### src/rtl/pulse_width_generator_pkg.sv
// Shared types and default sizes for the pulse width generator.
package pulse_pkg;

   localparam int DEFAULT_CNT_W = 16;
   localparam int DEFAULT_NUM_W = 8;

   typedef enum logic [1:0] {
      IDLE = 2'd0,
      HIGH = 2'd1,
      LOW  = 2'd2,
      FIN  = 2'd3
   } pulse_state_t;

endpackage

### src/rtl/pulse_width_generator_timer.sv
// Loadable down-counter that times both the high and the low phase of a pulse.
module pulse_timer #(
   parameter int CNT_W = 16
) (
   input  logic             clk,
   input  logic             reset_n,
   input  logic             load,
   input  logic [CNT_W-1:0] value,
   output logic             expire
);

   logic [CNT_W-1:0] count;

   // A loaded value of N makes expire true on the N-th cycle after the load.
   always_ff @(posedge clk or negedge reset_n) begin
      if (!reset_n) begin
         count <= '0;
      end else if (load) begin
         count <= value;
      end else if (count != '0) begin
         count <= count - CNT_W'(1);
      end
   end

   assign expire = (count == CNT_W'(1));

endmodule

### src/rtl/pulse_width_generator.sv
// Burst pulse generator: num pulses of width high cycles separated by gap low cycles.
// Define PULSE_GEN_ABORT_EN to add an abort input that ends a burst early.
module pulse_width_generator
   import pulse_pkg::*;
#(
   parameter int CNT_W = DEFAULT_CNT_W,
   parameter int NUM_W = DEFAULT_NUM_W
) (
   input  logic             clk,
   input  logic             reset_n,
   input  logic             start,
   input  logic [CNT_W-1:0] width,
   input  logic [CNT_W-1:0] gap,
   input  logic [NUM_W-1:0] num,
   output logic             pulse_out,
   output logic             busy,
   output logic             done,
   output logic [NUM_W-1:0] pulses_sent
`ifdef PULSE_GEN_ABORT_EN
   ,
   input  logic             abort
`endif
);

   pulse_state_t     state;
   logic [CNT_W-1:0] width_lat;
   logic [CNT_W-1:0] gap_lat;
   logic [NUM_W-1:0] num_lat;
   logic [CNT_W-1:0] gap_eff;
   logic [NUM_W:0]   sent_inc;
   logic             last_pulse;
   logic             start_ok;
   logic             timer_load;
   logic [CNT_W-1:0] timer_value;
   logic             timer_expire;

   assign start_ok   = start && (width != '0) && (num != '0);
   // A zero gap still needs one low cycle so consecutive pulses stay distinguishable.
   assign gap_eff    = (gap_lat == '0) ? CNT_W'(1) : gap_lat;
   assign sent_inc   = {1'b0, pulses_sent} + (NUM_W + 1)'(1);
   assign last_pulse = (sent_inc >= {1'b0, num_lat});

   always_comb begin
      timer_load  = 1'b0;
      timer_value = width_lat;
      case (state)
         IDLE: begin
            if (start_ok) begin
               timer_load  = 1'b1;
               timer_value = width;
            end
         end
         HIGH: begin
            if (timer_expire && !last_pulse) begin
               timer_load  = 1'b1;
               timer_value = gap_eff;
            end
         end
         LOW: begin
            if (timer_expire) begin
               timer_load  = 1'b1;
               timer_value = width_lat;
            end
         end
         default: begin
            timer_load = 1'b0;
         end
      endcase
   end

   pulse_timer #(
      .CNT_W (CNT_W)
   ) u_timer (
      .clk     (clk),
      .reset_n (reset_n),
      .load    (timer_load),
      .value   (timer_value),
      .expire  (timer_expire)
   );

   // Outputs are set from the next state so every output is a plain flop.
   always_ff @(posedge clk or negedge reset_n) begin
      if (!reset_n) begin
         state       <= IDLE;
         width_lat   <= '0;
         gap_lat     <= '0;
         num_lat     <= '0;
         pulse_out   <= 1'b0;
         busy        <= 1'b0;
         done        <= 1'b0;
         pulses_sent <= '0;
      end else begin
         case (state)
            IDLE: begin
               done      <= 1'b0;
               pulse_out <= 1'b0;
               busy      <= 1'b0;
               if (start_ok) begin
                  width_lat   <= width;
                  gap_lat     <= gap;
                  num_lat     <= num;
                  pulses_sent <= '0;
                  pulse_out   <= 1'b1;
                  busy        <= 1'b1;
                  state       <= HIGH;
               end
            end
            HIGH: begin
`ifdef PULSE_GEN_ABORT_EN
               if (abort) begin
                  pulse_out <= 1'b0;
                  done      <= 1'b1;
                  state     <= FIN;
               end else
`endif
               if (timer_expire) begin
                  if (pulses_sent != '1) begin
                     pulses_sent <= pulses_sent + NUM_W'(1);
                  end
                  pulse_out <= 1'b0;
                  if (last_pulse) begin
                     done  <= 1'b1;
                     state <= FIN;
                  end else begin
                     state <= LOW;
                  end
               end
            end
            LOW: begin
`ifdef PULSE_GEN_ABORT_EN
               if (abort) begin
                  done  <= 1'b1;
                  state <= FIN;
               end else
`endif
               if (timer_expire) begin
                  pulse_out <= 1'b1;
                  state     <= HIGH;
               end
            end
            FIN: begin
               done  <= 1'b0;
               busy  <= 1'b0;
               state <= IDLE;
            end
            default: begin
               state <= IDLE;
            end
         endcase
      end
   end

endmodule
### config.mk
export PLATFORM = sky130hd
export DESIGN_NAME = pulse_width_generator
export DESIGN_NICKNAME = d
export VERILOG_FILES = /design/src/rtl/pulse_width_generator_pkg.sv /design/src/rtl/pulse_width_generator_timer.sv /design/src/rtl/pulse_width_generator.sv
export SDC_FILE = /design/constraint.sdc
export NUM_CORES = 1
export LEC_CHECK = 0
export ABC_AREA = 1
export CORE_ASPECT_RATIO = 1.25
export CORE_UTILIZATION = 56
export DETAILED_ROUTE_END_ITERATION = 8
export GPL_ROUTABILITY_DRIVEN = 0
export HOLD_SLACK_MARGIN = 0.1
export PLACE_DENSITY = 0.8
export SLEW_MARGIN = 5
export SYNTH_ARGS = -nofsm -noshare
export SYNTH_HDL_FRONTEND = slang
export SYNTH_SLANG_ARGS = --single-unit
### constraint.sdc
create_clock -name clk -period 3 [get_ports clk]
set_input_delay 0.9 -clock clk [delete_from_list [all_inputs] [get_ports clk]]
set_output_delay 0.9 -clock clk [all_outputs]
set_load 0.005 [all_outputs]
==> summary.md <==
| Metric | Value |
|---|---|
| Vias in the first global route | `4,159` |
| Post-synth cell types | `32` |
| Hold Path End | `num_lat[0]` |
| Reg2Reg Depth | `18` |
| Final Setup Violations | `0` |
| Max layer used | `met4` |
| Fraction of layout cells with a size suffix above 1 | `10.00%` |
| Cells after Synth | `621` |
| Most common cell in the netlist | `nand2_1` |
| Ys async rst share | `100.0%` |
| Clock share of power | `16.7%` |
| RSZ-0062 raised after global routing | `false` |
| Sw Ratio | `44.94%` |
| I/O Buffers | `53` |
| Post-place setup slack | `0.1162 ns` |
| Die H | `101.3 um` |
| Post-CTS Hold Buffers | `0` |
| Total negative slack | `0 ns` |
| Highest clock rate | `0.3735 GHz` |
| Non-filler instance count after layout | `772` |
| Clock Path Buffers | `2` |
| Min Tclk post-route | `2.677 ns` |
| Worst VDD drop | `556.0 uV` |
| Root buffer cell | `clkbuf_8` |
| Fin crit share | `89.25%` |
| Number of synthesized flops with an enable pin | `0` |
| Outcome | `finished, final reports clean` |
| First-pass GRT wire length | `18,920 um` |
| Final net count | `734` |
| TritonCTS buffer count | `9` |
| Max-slew violations | `0` |
| Vias per std cell | `5.547` |
| Die width | `81.46 um` |
| RR Endpoint | `u_timer.count[0]` |
| Worst-path clk slew | `0.08 ns` |
| Pwr Density | `967.5 mW/mm^2` |
| Post-place instance area | `0.005047 mm^2` |
| Hold Path Class | `reg -> reg` |
| Hold violation count in the final report | `0` |
| Boundary Pins | `54` |
| Met3 wire len | `516 um` |
| GRT Util Overall | `30.17%` |
| Initial antenna violation count | `0` |
| Starting Density | `59.01%` |
| Mapped Nets | `680` |
| Worst Path Max Fanout | `33` |
| Remaining antenna violation count after routing | `0` |
| Reg2reg start | `pulses_sent[0]` |
| Pin count of the biggest net entering global routing | `70` |
| Pre-Repair DR Iteration Count | `5` |
| Worst Setup End Kind | `flip-flop` |
| # Max-Cap Violations | `0` |
| Design area | `0.005288 mm^2` |
| Row count | `35` |
| Synth top area share | `39.07%` |
| Static Leak | `2.573 nW` |
| Finished Core Util | `70.61%` |
| Clock sinks | `69` |
| #FFs+latches synth | `69` |
| Top FF cell, synth | `dfrtp_1` |
| Initial DRC Count | `310` |
| Routed vias | `4,282` |
| Combinational share of power | `51.6%` |
| Part of the power in registers | `31.8%` |
| Critical path arrival | `2.96 ns` |
| Hold Path Stages | `2` |
| Met1 WL | `4640 um` |
| Number of H-tree levels | `3` |
| Grt ovf | `0` |
| Core area | `0.007488 mm^2` |
| Die area | `0.008253 mm^2` |
| Internal power | `2.817 mW` |
| Register-to-Register Setup Slack | `0.32 ns` |
| Synthesized area | `0.004419 mm^2` |
| DR WL met2 | `5449 um` |
| Dpl cells | `754` |
| Largest cells by area after synthesis | `dfrtp_1 39%, nand2_1 11%, inv_1 7.6%` |
| Clk Latency, worst-skew pair | `0.35 ns` |
| DRC | `0` |
| # diodes | `0` |
| Setup WS post-layout | `0.3225 ns` |
| CTS tree | `built` |
| Final Power | `5.116 mW` |
| Syn-to-layout area delta | `19.65%` |
| Most common library cells after synthesis | `130 x nand2_1, 89 x inv_1, 83 x nor2_1, 69 x dfrtp_1, 54 x o21ai_0` |
| CP startpoint kind | `flip-flop` |
| Synth area leader | `dfrtp_1` |
| Psw | `2.299 mW` |
| Slew margin rel. | `50.64%` |
| Syn avg cell area | `7.116 um^2` |
| Register area share after synthesis | `39.07%` |
| Post-Route WL | `10,990 um` |
| Dpl hpwl | `8078 um` |
| Yosys warns | `0` |
| Final hold slack | `0.5033 ns` |
| Routed length per instance | `14.23 um` |
| CP Class | `reg -> reg` |
| Worst EP required | `3.28 ns` |
| Final Skew | `0.008203 ns` |
| Worst Min Path Start | `num_lat[0]` |
| Worst slew pin tran | `0.7337 ns` |
-- cell usage in the layout, fill, tap and decap left out, types with 3 or more instances in the layout --
| master | instances |
|---|---|
| a21oi_1 | 21 |
| a21oi_2 | 6 |
| buf_4 | 12 |
| clkbuf_8 | 9 |
| clkdlybuf4s50_1 | 52 |
| dfrtp_1 | 69 |
| ha_1 | 16 |
| inv_1 | 89 |
| inv_2 | 4 |
| nand2_1 | 129 |
| nand2_2 | 6 |
| nand3_1 | 44 |
| nand4_1 | 19 |
| nor2_1 | 83 |
| nor2_2 | 13 |
| nor2_4 | 3 |
| nor3_1 | 5 |
| nor4_1 | 4 |
| o21ai_0 | 53 |
| o21bai_1 | 11 |
| o22ai_1 | 3 |
| xor2_1 | 7 |
-- cell families (layout without fill, tap and decap cells) --
family          Yosys count  count (layout)  share of synthesized area (%)
simple gates            311             311                          31.20
buf+inv                 118             177                          10.90
xor+xnor                  9               9                          1.784
flops                    69              69                          39.07
compound gates           97              97                          12.26
mux                       1               1                         0.2548
fa+ha+maj                16              16                          4.530
-- timing repair --
action / in CTS / in global routing
endpoints found under the setup margin: 0 / 10
resized for setup: 0 / 2
endpoints found under the hold margin: 0 / 0
setup buffers: 0 / 2
-- power by group through the flow --
stage,Sequential [mW],Clock [mW],Combinational [mW]
5_1_grt,1.67,0.905,3.01
4_1_cts,1.62,0.860,2.60
3_3_place_gp,1.61,0,2.49
6_report,1.63,0.852,2.64
2_1_floorplan,1.57,0,1.93
3_5_place_dp,1.63,0,2.57
-- worst max-delay path by stage --
stage | startpoint | end | slack, ns | cells after the start
2_1_floorplan | pulses_sent[2] | u_timer.count[7] | 0.59 | 19
3_3_place_gp | width[10] | u_timer.count[10] | 0.16 | 12
3_5_place_dp | width[10] | u_timer.count[15] | 0.12 | 13
4_1_cts | pulses_sent[2] | u_timer.count[0] | 0.22 | 20
5_1_grt | pulses_sent[0] | u_timer.count[0] | 0.02 | 17
6_report | pulses_sent[0] | u_timer.count[0] | 0.32 | 18
-- metal layers --
metal  track usage [%]  vias to the layer above
met3             4.505                       40
li1                  -                     2078
met1             38.07                     1996
met4             15.11                        0
met5                 0                        -
met2             49.87                      168
-- layout make-up --
cell class	count	area, um^2
clock buffer	9	123.9
clock inverter	7	98.84
fill	591	2201
inverter	94	354.1
multi-input combinational	434	2213
sequential	69	1727
tap	92	115.1
timing repair buffer	67	655.6
-- registers in the layout (all words and copies together), names as in the netlist --
register and flops:
pulses_sent 8, pulse_out 1, num_lat 8, gap_lat 16, done 1, state 2
busy 1, u_timer.count 16, width_lat 16
-- critical path, stage by stage (launching register included) --
cell and delay, ns:
dfrtp_1 0.42, ha_1 0.23, nand3_1 0.17, xor2_1 0.22
ha_1 0.28, nand2_1 0.07, inv_1 0.05, nand3_1 0.06
nand3_1 0.07, nand2_1 0.06, nand2_1 0.07, nand2_2 0.11
nand4_1 0.13, nand2_2 0.11, nand2_4 0.06, buf_12 0.17
nor2_1 0.09, nand2_1 0.10, a21oi_1 0.13
Power figures use the tool's default switching activity.
